--- src/rtl/axi4_lite_master.sv ---
// axi4_lite_master: turns single read/write commands into AXI4-Lite transactions.
// Only one transaction is in flight at a time. Its response is held on rsp_*
// until the consumer takes it with rsp_ready.
// Optional feature: define AXI_MASTER_TIMEOUT_EN to give up waiting for B/R
// after TIMEOUT_CYCLES. The response then carries SLVERR and rsp_timeout=1.
module axi4_lite_master #(
  parameter int ADDR_W         = 32,
  parameter int DATA_W         = 32,
  parameter int TIMEOUT_CYCLES = 256
) (
  input  logic                ACLK,
  input  logic                ARESET,
  input  logic                cmd_valid,
  output logic                cmd_ready,
  input  logic                cmd_write,
  input  logic [ADDR_W-1:0]   cmd_addr,
  input  logic [DATA_W-1:0]   cmd_wdata,
  input  logic [DATA_W/8-1:0] cmd_wstrb,
  output logic                rsp_valid,
  input  logic                rsp_ready,
  output logic [DATA_W-1:0]   rsp_rdata,
  output logic [1:0]          rsp_resp,
  output logic                rsp_timeout,
  output logic [ADDR_W-1:0]   AWADDR,
  output logic                AWVALID,
  input  logic                AWREADY,
  output logic [DATA_W-1:0]   WDATA,
  output logic [DATA_W/8-1:0] WSTRB,
  output logic                WVALID,
  input  logic                WREADY,
  input  logic [1:0]          BRESP,
  input  logic                BVALID,
  output logic                BREADY,
  output logic [ADDR_W-1:0]   ARADDR,
  output logic                ARVALID,
  input  logic                ARREADY,
  input  logic [DATA_W-1:0]   RDATA,
  input  logic [1:0]          RRESP,
  input  logic                RVALID,
  output logic                RREADY
);

  typedef enum logic [2:0] {
    IDLE,
    WR_REQ,
    WR_RESP,
    RD_REQ,
    RD_RESP,
    DONE
  } state_t;

  state_t              r_state;
  logic                r_cmdReady;
  logic [ADDR_W-1:0]   r_addr;
  logic [DATA_W-1:0]   r_wdata;
  logic [DATA_W/8-1:0] r_wstrb;
  logic                r_awvalid;
  logic                r_wvalid;
  logic                r_bready;
  logic                r_arvalid;
  logic                r_rready;
  logic                r_rspValid;
  logic [1:0]          r_rspResp;
  logic [DATA_W-1:0]   r_rspRdata;
  logic                w_awDone;
  logic                w_wDone;

`ifdef AXI_MASTER_TIMEOUT_EN
  localparam int CntW = $clog2(TIMEOUT_CYCLES + 1);
  localparam logic [CntW-1:0] CntLast = CntW'(TIMEOUT_CYCLES - 1);
  logic [CntW-1:0] r_count;
  logic            r_rspTimeout;
  logic            w_timeUp;
  assign w_timeUp    = (r_count == CntLast);
  assign rsp_timeout = r_rspTimeout;
`else
  assign rsp_timeout = 1'b0;
`endif

  // A channel counts as finished when it was handshaken earlier (VALID
  // already dropped) or when it completes in the current cycle.
  assign w_awDone = ~r_awvalid | AWREADY;
  assign w_wDone  = ~r_wvalid  | WREADY;

  assign cmd_ready = r_cmdReady;
  assign AWADDR    = r_addr;
  assign ARADDR    = r_addr;
  assign WDATA     = r_wdata;
  assign WSTRB     = r_wstrb;
  assign AWVALID   = r_awvalid;
  assign WVALID    = r_wvalid;
  assign BREADY    = r_bready;
  assign ARVALID   = r_arvalid;
  assign RREADY    = r_rready;
  assign rsp_valid = r_rspValid;
  assign rsp_resp  = r_rspResp;
  assign rsp_rdata = r_rspRdata;

  // Transaction sequencer; every handshake output is a register updated here.
  always_ff @(posedge ACLK) begin
    if (ARESET) begin
      r_state    <= IDLE;
      r_cmdReady <= 1'b0;
      r_addr     <= '0;
      r_wdata    <= '0;
      r_wstrb    <= '0;
      r_awvalid  <= 1'b0;
      r_wvalid   <= 1'b0;
      r_bready   <= 1'b0;
      r_arvalid  <= 1'b0;
      r_rready   <= 1'b0;
      r_rspValid <= 1'b0;
      r_rspResp  <= 2'b00;
      r_rspRdata <= '0;
`ifdef AXI_MASTER_TIMEOUT_EN
      r_count      <= '0;
      r_rspTimeout <= 1'b0;
`endif
    end else begin
      case (r_state)
        IDLE: begin
          if (cmd_valid && r_cmdReady) begin
            r_cmdReady <= 1'b0;
            r_addr     <= cmd_addr;
            r_wdata    <= cmd_wdata;
            r_wstrb    <= cmd_wstrb;
            if (cmd_write) begin
              r_awvalid <= 1'b1;
              r_wvalid  <= 1'b1;
              r_state   <= WR_REQ;
            end else begin
              r_arvalid <= 1'b1;
              r_state   <= RD_REQ;
            end
          end else begin
            r_cmdReady <= 1'b1;
          end
        end
        WR_REQ: begin
          if (r_awvalid && AWREADY) r_awvalid <= 1'b0;
          if (r_wvalid && WREADY) r_wvalid <= 1'b0;
          if (w_awDone && w_wDone) begin
            r_bready <= 1'b1;
            r_state  <= WR_RESP;
`ifdef AXI_MASTER_TIMEOUT_EN
            r_count  <= '0;
`endif
          end
        end
        WR_RESP: begin
          if (BVALID) begin
            r_bready   <= 1'b0;
            r_rspResp  <= BRESP;
            r_rspRdata <= '0;
            r_rspValid <= 1'b1;
            r_state    <= DONE;
`ifdef AXI_MASTER_TIMEOUT_EN
            r_rspTimeout <= 1'b0;
          end else if (w_timeUp) begin
            r_bready     <= 1'b0;
            r_rspResp    <= 2'b10;
            r_rspRdata   <= '0;
            r_rspTimeout <= 1'b1;
            r_rspValid   <= 1'b1;
            r_state      <= DONE;
          end else begin
            r_count <= r_count + 1'b1;
`endif
          end
        end
        RD_REQ: begin
          if (ARREADY) begin
            r_arvalid <= 1'b0;
            r_rready  <= 1'b1;
            r_state   <= RD_RESP;
`ifdef AXI_MASTER_TIMEOUT_EN
            r_count   <= '0;
`endif
          end
        end
        RD_RESP: begin
          if (RVALID) begin
            r_rready   <= 1'b0;
            r_rspResp  <= RRESP;
            r_rspRdata <= RDATA;
            r_rspValid <= 1'b1;
            r_state    <= DONE;
`ifdef AXI_MASTER_TIMEOUT_EN
            r_rspTimeout <= 1'b0;
          end else if (w_timeUp) begin
            r_rready     <= 1'b0;
            r_rspResp    <= 2'b10;
            r_rspRdata   <= '0;
            r_rspTimeout <= 1'b1;
            r_rspValid   <= 1'b1;
            r_state      <= DONE;
          end else begin
            r_count <= r_count + 1'b1;
`endif
          end
        end
        DONE: begin
          if (rsp_ready) begin
            r_rspValid <= 1'b0;
            r_cmdReady <= 1'b1;
            r_state    <= IDLE;
          end
        end
        default: r_state <= IDLE;
      endcase
    end
  end

endmodule

--- config.mk ---
export PLATFORM = sky130hd
export DESIGN_NAME = axi4_lite_master
export DESIGN_NICKNAME = d
export VERILOG_FILES = /design/src/rtl/axi4_lite_master.sv
export SDC_FILE = /design/constraint.sdc
export NUM_CORES = 1
export LEC_CHECK = 0
export CELL_PAD_IN_SITES_DETAIL_PLACEMENT = 1
export CELL_PAD_IN_SITES_GLOBAL_PLACEMENT = 2
export CORE_UTILIZATION = 20
export CTS_CLUSTER_DIAMETER = 120
export DETAILED_ROUTE_END_ITERATION = 12
export GPL_ROUTABILITY_DRIVEN = 0
export GPL_TIMING_DRIVEN = 0
export PLACE_DENSITY_LB_ADDON = 0.1
export SLEW_MARGIN = 20
export SYNTH_ARGS = -nofsm -noshare
export SYNTH_HDL_FRONTEND = slang
export SYNTH_SLANG_ARGS = --single-unit
--- constraint.sdc ---
create_clock -name ACLK -period 1.9 [get_ports ACLK]
set_input_delay 0.19 -clock ACLK [delete_from_list [all_inputs] [get_ports ACLK]]
set_output_delay 0.19 -clock ACLK [all_outputs]
set_load 0.005 [all_outputs]
==> results of run 1 <==
[cells in the final DEF (no fill, tap or decap), types with 2 or more instances in the layout]
cell type,n
a211o_1,2
a211oi_1,4
a21o_1,2
a21oi_1,106
a31oi_1,2
buf_2,17
buf_4,35
buf_6,3
clkbuf_1,17
clkbuf_16,9
clkbuf_2,3
clkbuf_8,2
clkdlybuf4s50_1,253
dfxtp_1,112
inv_1,5
inv_6,2
mux2i_1,4
nand2_1,173
nand2b_1,2
nand3_1,33
nand3b_1,3
nor2_1,6
nor3_1,2
o21ai_0,4
or3_1,2
[cell families (layout without fill, tap and decap cells)]
group,after synthesis,after routing,share of synthesized area
muxes,4,4,0.00912
buffers and inverters,80,349,0.108
other,1,1,0.000854
DFF,112,112,0.511
AOI/OAI and AO/OA,126,126,0.155
and+or+nand+nor,228,228,0.216
[critical path, delay by kind of cell (launching register included)]
family / cells / cell delay (ns)
flip-flops: 1 / 0.33
buffers and inverters: 2 / 0.46
AO/OA/AOI/OAI: 1 / 0.08
AND/OR/NAND/NOR: 3 / 0.78
[worst max-delay path by stage]
stage                    end  cells past startpoint
2_1_floorplan     ARADDR[10]                      7
3_3_place_gp       WDATA[10]                      7
3_5_place_dp       WDATA[17]                      7
4_1_cts        rsp_rdata[30]                      6
5_1_grt        rsp_rdata[13]                      6
6_report           WDATA[17]                      6
[sequential cells by signal, indices dropped and copies added (netlist names), 2 cells and up]
register,count
WDATA,32
ARADDR,32
rsp_resp,2
r_state,3
WSTRB,4
rsp_rdata,32
[power by group]
group | internal (mW) | switching (mW)
clock network | 0.974 | 0.914
logic | 1.32 | 1.18
registers | 2.63 | 0.190
[final cells by class]
type	instances	area [sq um]	share of cell area
Sequential cell	112	2240	0.296
Multi-Input combinational cell	359	1670	0.221
Buffer	75	460	0.0609
Clock inverter	5	38.8	0.00513
Clock buffer	11	253	0.0334
Tap cell	275	344	0.0455
Timing Repair Buffer	253	2530	0.335
Inverter	5	18.8	0.00248
[layer usage]
layer / track usage / wire (um) / vias up / part of all wire
met3: 0.0582 / 1350 / 7 / 0.081
met1: 0.165 / 6680 / 2187 / 0.40
met5: 0 / 0 / - / 0
met4: 0.0394 / 160 / 0 / 0.0096
met2: 0.260 / 8430 / 143 / 0.51
li1: - / - / 2305 / -
[Yosys cell counts (3+ instances only)]
cell | instances | area [sq um]
dfxtp_1 | 112 | 2240
buf_2 | 17 | 85.1
buf_4 | 35 | 263
mux2i_1 | 4 | 40.0
nor2_1 | 6 | 22.5
inv_1 | 5 | 18.8
nand2_1 | 173 | 649
o21ai_0 | 4 | 20.0
a211oi_1 | 4 | 30.0
a21oi_1 | 106 | 531
nand3b_1 | 3 | 22.5
clkbuf_1 | 19 | 71.3
nand3_1 | 33 | 165
buf_6 | 3 | 33.8
[per-stage QoR]
step / hold WS [ns] / power, mW / worst slack (ns)
global placement: 0.439 / 5.36 / -0.0254
finish: 0.287 / 7.21 / 0.104
CTS: 0.265 / 7.37 / 0.0240
global route: 0.282 / 7.74 / 0.00664
floorplan: 0.287 / 4.05 / 0.378
detailed placement: 0.448 / 5.42 / -0.0704
==> run metrics, run 1 <==
status complete, no violations; max frequency 557 MHz; post-DR wirelength/cell 15.2 um; Site Rows 53; nets 929; Critical Path Source Type register; CTS Buffer Depth 2; Setup Buffers After CTS 0; DIE AREA 22600 sq um; Final Hold Fails 0; Yosys reg bits 112; DRC 0; Overall Global Routing Usage 0.148; PwrDens 953 nW/um^2; initial antenna violation count 0; Placed Instances 1079; Rel. slew slack 0.545; critical path class reg -> reg; RR Startpoint r_state[1]; Finished Layout Cells 1095; actual slew at the worst max-slew pin 0.683 ns; RSZ-0062 raised after global routing false; drt pass-1 iters 4; final setup fails 0; fin util 0.355; Max-cap violations 0; Worst Path Required 2.12 ns; final period utilization 0.945; Mapped Area 4390 sq um; num ports 256; Crit. Startpoint r_state[1]; worst stage delay on the critical path 0.34 ns; H-tree Lvls 3; die height 150 um; Initial Utilization 0.206; Port Buf Inserts 253; r2r setup slk 0.10 ns; worst hold path endpoint r_state[1]; HPWL Detailed 13000 um; Setup TNS Final 0 ns; P&R area growth vs syn 72.2%; vias in the first global route 4788; Post-synth EDFFs 0; total CTS buffers 9; layout cells sized above 1 0.0927; Clock transition at path regs 0.08 ns; clk root buf clkbuf_16; crit-path max FO 10; worst r2r dst WDATA[17]; Fillers 2518; CP endpoint kind register; arrival time at the worst endpoint 2.01 ns; hold depth 4; die width 150 um; first-pass GRT wire length 25500 um; vias 4642; yosys warns 0; Netlist cell types 35; vias per inst 4.24; top_reg_cell synth dfxtp_1; asr flop ratio synth 0; First DRT Iteration DRCs 85; hold buffer count at CTS 0; post-synthesis sequential area ratio 0.511; clk_skew 0.00575 ns; largest net degree at the start of global routing 19; CTS sink count 112; Pins Over Slew Limit 0; latest clock arrival within the worst-skew pair 0.35 ns; R2R depth 6; TritonCTS clock tree built; cells along the critical path or2_1 -> or3_1 -> buf_2 -> clkbuf_1 -> nand2_1 -> a21oi_1; Core ar. 21300 sq um; min-delay src ARESET; final WL 16600 um; worst hold path type in -> reg; IR drop worst, VDD 0.000456 V; post_cts resized 0; post-route ant nets 0; synthesized instance count 551; CP max-delay cell or3_1; n_diodes 0; syn_nets 665; Final Cell Area 7560 sq um; LEAKAGE 2.66 nW; grt ovf 0; Syn Area/Cell 7.97 sq um; Area after DPL 7270 sq um; crit path time final 1.80 ns
Power figures use the tool's default switching activity.
==> run 2: changes to the inputs <==
--- a/config.mk
+++ b/config.mk
@@ -9,6 +9,7 @@
 export CELL_PAD_IN_SITES_GLOBAL_PLACEMENT = 2
 export CORE_UTILIZATION = 20
 export CTS_CLUSTER_DIAMETER = 120
+export CTS_CLUSTER_SIZE = 20
 export DETAILED_ROUTE_END_ITERATION = 12
 export GPL_ROUTABILITY_DRIVEN = 0
 export GPL_TIMING_DRIVEN = 0
==> results of run 2 <==
No change in the layout: final DEF, timing and power equal those of run 1.
